`src/rtl/demux_pkg.sv`:
```
// Shared constants and slot-state type for the two-stream demultiplexer.
package demux_pkg;

    localparam int DEF_WIDTH = 8;
    localparam int DEF_CNT_W = 16;

    typedef enum logic {
        SLOT_EMPTY = 1'b0,
        SLOT_FULL  = 1'b1
    } slot_state_e;

endpackage

```
`src/rtl/demux_slot.sv`:
```
// One-entry holding register with a 2-state EMPTY/FULL FSM and valid/data outputs.
module demux_slot
    import demux_pkg::*;
#(
    parameter int WIDTH = DEF_WIDTH
) (
    input  logic             clk,
    input  logic             rst,
    input  logic             load_i,
    input  logic [WIDTH-1:0] load_data_i,
    input  logic             drain_i,
    output logic             valid_o,
    output logic [WIDTH-1:0] data_o
);

    slot_state_e      state_q, state_d;
    logic [WIDTH-1:0] data_q,  data_d;

    // NOTE: every output of an always_comb gets a default first so no latch is inferred.
    always_comb begin
        state_d = state_q;
        data_d  = data_q;
        if (load_i) begin
            data_d = load_data_i;
        end
        case (state_q)
            SLOT_EMPTY: if (load_i) state_d = SLOT_FULL;
            SLOT_FULL:  if (!load_i && drain_i) state_d = SLOT_EMPTY;
            default:    state_d = SLOT_EMPTY;
        endcase
    end

    // NOTE: state uses non-blocking assignments; the data register is reset too so
    // outputs read 0 after reset rather than X.
    always_ff @(posedge clk or posedge rst) begin
        if (rst) begin
            state_q <= SLOT_EMPTY;
            data_q  <= '0;
        end else begin
            state_q <= state_d;
            data_q  <= data_d;
        end
    end

    assign valid_o = (state_q == SLOT_FULL);
    assign data_o  = data_q;

endmodule

```
`src/rtl/demux_two_stream.sv`:
```
// 1-to-2 registered stream demultiplexer with per-output word counters.
// Counters are built only when DEMUX_TWO_STREAM_CNT_EN is defined; otherwise cnt0/cnt1 read 0.
module demux_two_stream
    import demux_pkg::*;
#(
    parameter int WIDTH = DEF_WIDTH,
    parameter int CNT_W = DEF_CNT_W
) (
    input  logic             clk,
    input  logic             rst,
    input  logic [WIDTH-1:0] in_data,
    input  logic             in_sel,
    input  logic             in_valid,
    output logic             in_ready,
    output logic [WIDTH-1:0] out0_data,
    output logic             out0_valid,
    input  logic             out0_ready,
    output logic [WIDTH-1:0] out1_data,
    output logic             out1_valid,
    input  logic             out1_ready,
    output logic [CNT_W-1:0] cnt0,
    output logic [CNT_W-1:0] cnt1
);

    logic accept;
    logic load0, load1;

    // A slot can take a word if it is empty or its current word leaves this cycle.
    assign in_ready = in_sel ? (!out1_valid || out1_ready)
                             : (!out0_valid || out0_ready);
    assign accept   = in_valid && in_ready;
    assign load0    = accept && !in_sel;
    assign load1    = accept &&  in_sel;

    demux_slot #(.WIDTH(WIDTH)) u_slot0 (
        .clk         (clk),
        .rst         (rst),
        .load_i      (load0),
        .load_data_i (in_data),
        .drain_i     (out0_ready),
        .valid_o     (out0_valid),
        .data_o      (out0_data)
    );

    demux_slot #(.WIDTH(WIDTH)) u_slot1 (
        .clk         (clk),
        .rst         (rst),
        .load_i      (load1),
        .load_data_i (in_data),
        .drain_i     (out1_ready),
        .valid_o     (out1_valid),
        .data_o      (out1_data)
    );

`ifdef DEMUX_TWO_STREAM_CNT_EN
    logic [CNT_W-1:0] cnt0_q, cnt0_d;
    logic [CNT_W-1:0] cnt1_q, cnt1_d;

    always_comb begin
        cnt0_d = cnt0_q + CNT_W'(load0);
        cnt1_d = cnt1_q + CNT_W'(load1);
    end

    always_ff @(posedge clk or posedge rst) begin
        if (rst) begin
            cnt0_q <= '0;
            cnt1_q <= '0;
        end else begin
            cnt0_q <= cnt0_d;
            cnt1_q <= cnt1_d;
        end
    end

    assign cnt0 = cnt0_q;
    assign cnt1 = cnt1_q;
`else
    assign cnt0 = '0;
    assign cnt1 = '0;
`endif

endmodule

```
`config.mk`:
```
export PLATFORM = sky130hd
export DESIGN_NAME = demux_two_stream
export DESIGN_NICKNAME = d
export VERILOG_FILES = /design/src/rtl/demux_pkg.sv /design/src/rtl/demux_slot.sv /design/src/rtl/demux_two_stream.sv
export SDC_FILE = /design/constraint.sdc
export NUM_CORES = 1
export LEC_CHECK = 0
export CAP_MARGIN = 20
export CORE_MARGIN = 1.5
export CORE_UTILIZATION = 35
export CTS_CLUSTER_SIZE = 30
export DETAILED_ROUTE_END_ITERATION = 10
export PLACE_DENSITY = 0.8
export SLEW_MARGIN = 20
export SYNTH_ARGS = -nofsm -noshare
export SYNTH_HDL_FRONTEND = slang
export SYNTH_SLANG_ARGS = --single-unit
```
`constraint.sdc`:
```
create_clock -name clk -period 1.4 [get_ports clk]
set_input_delay 0.28 -clock clk [delete_from_list [all_inputs] [get_ports clk]]
set_output_delay 0.28 -clock clk [all_outputs]
set_load 0.1 [all_outputs]
```
==> impl_metrics.env, run 1 <==
export IMPL_status="finished with violations"
export IMPL_violations="negative setup slack"
export IMPL_fin_nets=139
export IMPL_cts_tree="built"
export IMPL_place_inst=147
export IMPL_drt_iter0_markers=4
export IMPL_avgSynthCellArea_um2=12.2
export IMPL_power_frac_seq_pct=26.0
export IMPL_rsz0062_at_grt="yes"
export IMPL_fin_ws_ns=-0.197
export IMPL_crit_arrival_ns=1.32
export IMPL_swShare_pct=52.6
export IMPL_place_gp_congestion=0.654
export IMPL_clk_path_buf_depth=2
export IMPL_clk_pin_slew_ns=0.11
export IMPL_synthCells=78
export IMPL_clock_root_buffer="clkbuf_4"
export IMPL_powerDensity_nw_per_um2=1720
export IMPL_initial_core_util_pct=37.7
export IMPL_place_hpwl_um=1480
export IMPL_antenna_cells=0
export IMPL_ioPinCount=65
export IMPL_reg2reg_to="u_slot0.data_o[6]"
export IMPL_ys_types=14
export IMPL_p_comb_share_pct=62.3
export IMPL_antenna_left=0
export IMPL_grt_pass1_vias=570
export IMPL_setup_viol=9
export IMPL_maxCapViolations=0
export IMPL_final_cell_mix="conb_1, buf_12, mux2_4, dfrtp_1, clkdlybuf4s50_1"
export IMPL_fin_skew_ns=0.000403
export IMPL_rrSetupSlack_ns=-0.14
export IMPL_p_clk_share_pct=11.8
export IMPL_grt_pass1_wl_um=2700
export IMPL_path_class="flip-flop to output port"
export IMPL_htree_levels=1
export IMPL_grt_start_max_net_pins=19
export IMPL_antenna_found_initial=0
export IMPL_rows=18
export IMPL_die_area_um2=3040
export IMPL_syn_area_um2=951
export IMPL_period_minus_slack_ns=1.60
export IMPL_wl_um=1860
export IMPL_drive_gt1_share_pct=46.8
export IMPL_fmax_mhz=626
export IMPL_ir_drop_mv=1.41
export IMPL_syn_to_final_growth_pct=68.6
export IMPL_vias=605
export IMPL_io_buffers=32
export IMPL_clock_sinks=18
export IMPL_overflow=0
export IMPL_nFillCells=209
export IMPL_yosysSeqAreaShare_pct=47.4
export IMPL_grtUsageTotal_pct=12.9
export IMPL_via_per_inst=3.93
export IMPL_clk_latency_ns=0.29
export IMPL_yosys_warnings=0
export IMPL_internal_power_uw=1310
export IMPL_fp_dieW_um=55.1
export IMPL_worstReg2RegStart="u_slot0.valid_o"
export IMPL_worstSetupStartpointType="flip-flop"
export IMPL_leakage_uw=0.000785
export IMPL_numCtsBuffers=3
export IMPL_end_kind="output port"
export IMPL_tns_ns=-1.28
export IMPL_final_hold_viol_count=0
export IMPL_core_area_um2=2520
export IMPL_crit_path_max_fanout=2
export IMPL_p_sw_uw=1450
export IMPL_fin_crit_sh_pct=114
export IMPL_wire_per_inst_um=12.0
export IMPL_drc_errors=0
export IMPL_hold_buffers=0
export IMPL_ys_ff_latch=18
export IMPL_die_h_um=55.1
export IMPL_required_ns=1.12
export IMPL_slew_violations=0
export IMPL_final_common_cell="conb_1"
export IMPL_hold_path_class="input pin to asynchronous set/reset pin"
export IMPL_first_pass_iters=4
export IMPL_fin_cells=154
export IMPL_rr_worst_depth=6
area by class of cell:
cell class                      instances  area (um^2)  share of cell area, %
Sequential cell                        18          458                   28.6
Clock buffer                            4         36.3                   2.26
Timing Repair Buffer                   43          603                   37.6
Inverter                                2         7.51                  0.468
Multi-Input combinational cell         57          460                   28.7
Tap cell                               30         37.5                   2.34
repair_timing:
item,4_1_cts,5_1_grt
setup endpoints to repair,4,10
gates resized for setup,7,2
buffers inserted,2,1
Yosys cell counts:
cell type   n  area share, %
buf_4      32             25
dfrtp_1    18             47
mux2_2     16             19
inv_1       2           0.79
a21oi_1     1           0.53
conb_1      1           0.39
nand2_1     1           0.39
nand2b_1    1           0.66
nand2b_2    1           0.92
nor2_1      1           0.39
nor2_4      1            1.2
nor2b_1     1           0.66
nor3b_4     1            2.0
o21ai_0     1           0.53
worst max-delay path by stage:
stage	startpoint	endpoint	slack [ns]	depth (start not counted)
2_1_floorplan	u_slot1.valid_o	in_ready	-0.24	2
3_3_place_gp	in_sel	u_slot1.data_o[7]	-0.26	5
3_5_place_dp	out0_ready	u_slot0.data_o[6]	-0.29	5
4_1_cts	u_slot0.valid_o	in_ready	-0.22	5
5_1_grt	u_slot0.valid_o	in_ready	-0.25	5
6_report	u_slot0.valid_o	in_ready	-0.20	5
sequential cells by signal, summed over array words and instances, names as in the netlist:
signal / count
u_slot1.data_o: 8
u_slot1.valid_o: 1
u_slot0.valid_o: 1
u_slot0.data_o: 8
power by group through the flow:
stage,clock network (uW),logic [uW],registers (uW)
2_1_floorplan,0,624,1330
3_3_place_gp,0,1680,725
3_5_place_dp,0,1700,730
4_1_cts,340,1720,720
5_1_grt,354,1760,727
6_report,325,1720,718
cells by family (layout without fill, tap and decap cells):
family          after synthesis  after routing  synth area share, %
simple gates                  7              7                 6.18
buf+inv                      34             49                 26.1
other cells                   1             32                0.394
compound gates                2              2                 1.05
mux                          16             16                 18.9
flops                        18             18                 47.4
worst max-delay path: stages (launching register included):
cell and delay [ns]:
dfrtp_4 0.50, nand2b_4 0.08, buf_6 0.10, nor2_4 0.03, a21oi_4 0.13, buf_12 0.19
layer usage:
metal,GRT usage [%],wire length (um)
met2,22.2,956
met1,15.8,735
met4,2.44,0
met3,4.30,163
met5,0,0
through the flow:
stage | total power [uW] | worst slack, ns | cell area [um^2] | util (%) | hold WS [ns]
2_1_floorplan | 1950 | -0.238 | 1150 | - | 0.219
3_3_place_gp | 2410 | -0.255 | 1520 | 60.1 | 0.558
3_5_place_dp | 2430 | -0.293 | 1520 | 60.1 | 0.563
4_1_cts | 2780 | -0.217 | 1590 | 62.9 | 0.285
5_1_grt | 2850 | -0.251 | 1600 | 63.5 | 0.302
6_report | 2760 | -0.197 | 1600 | 63.5 | 0.288
Note: power is estimated with default switching activity, not from simulation.
==> run 2, diff against run 1 <==
Settings changed: CTS_CLUSTER_SIZE 30 to 40.
==> results of run 2 <==
No change in the layout: final DEF, timing and power equal those of run 1.
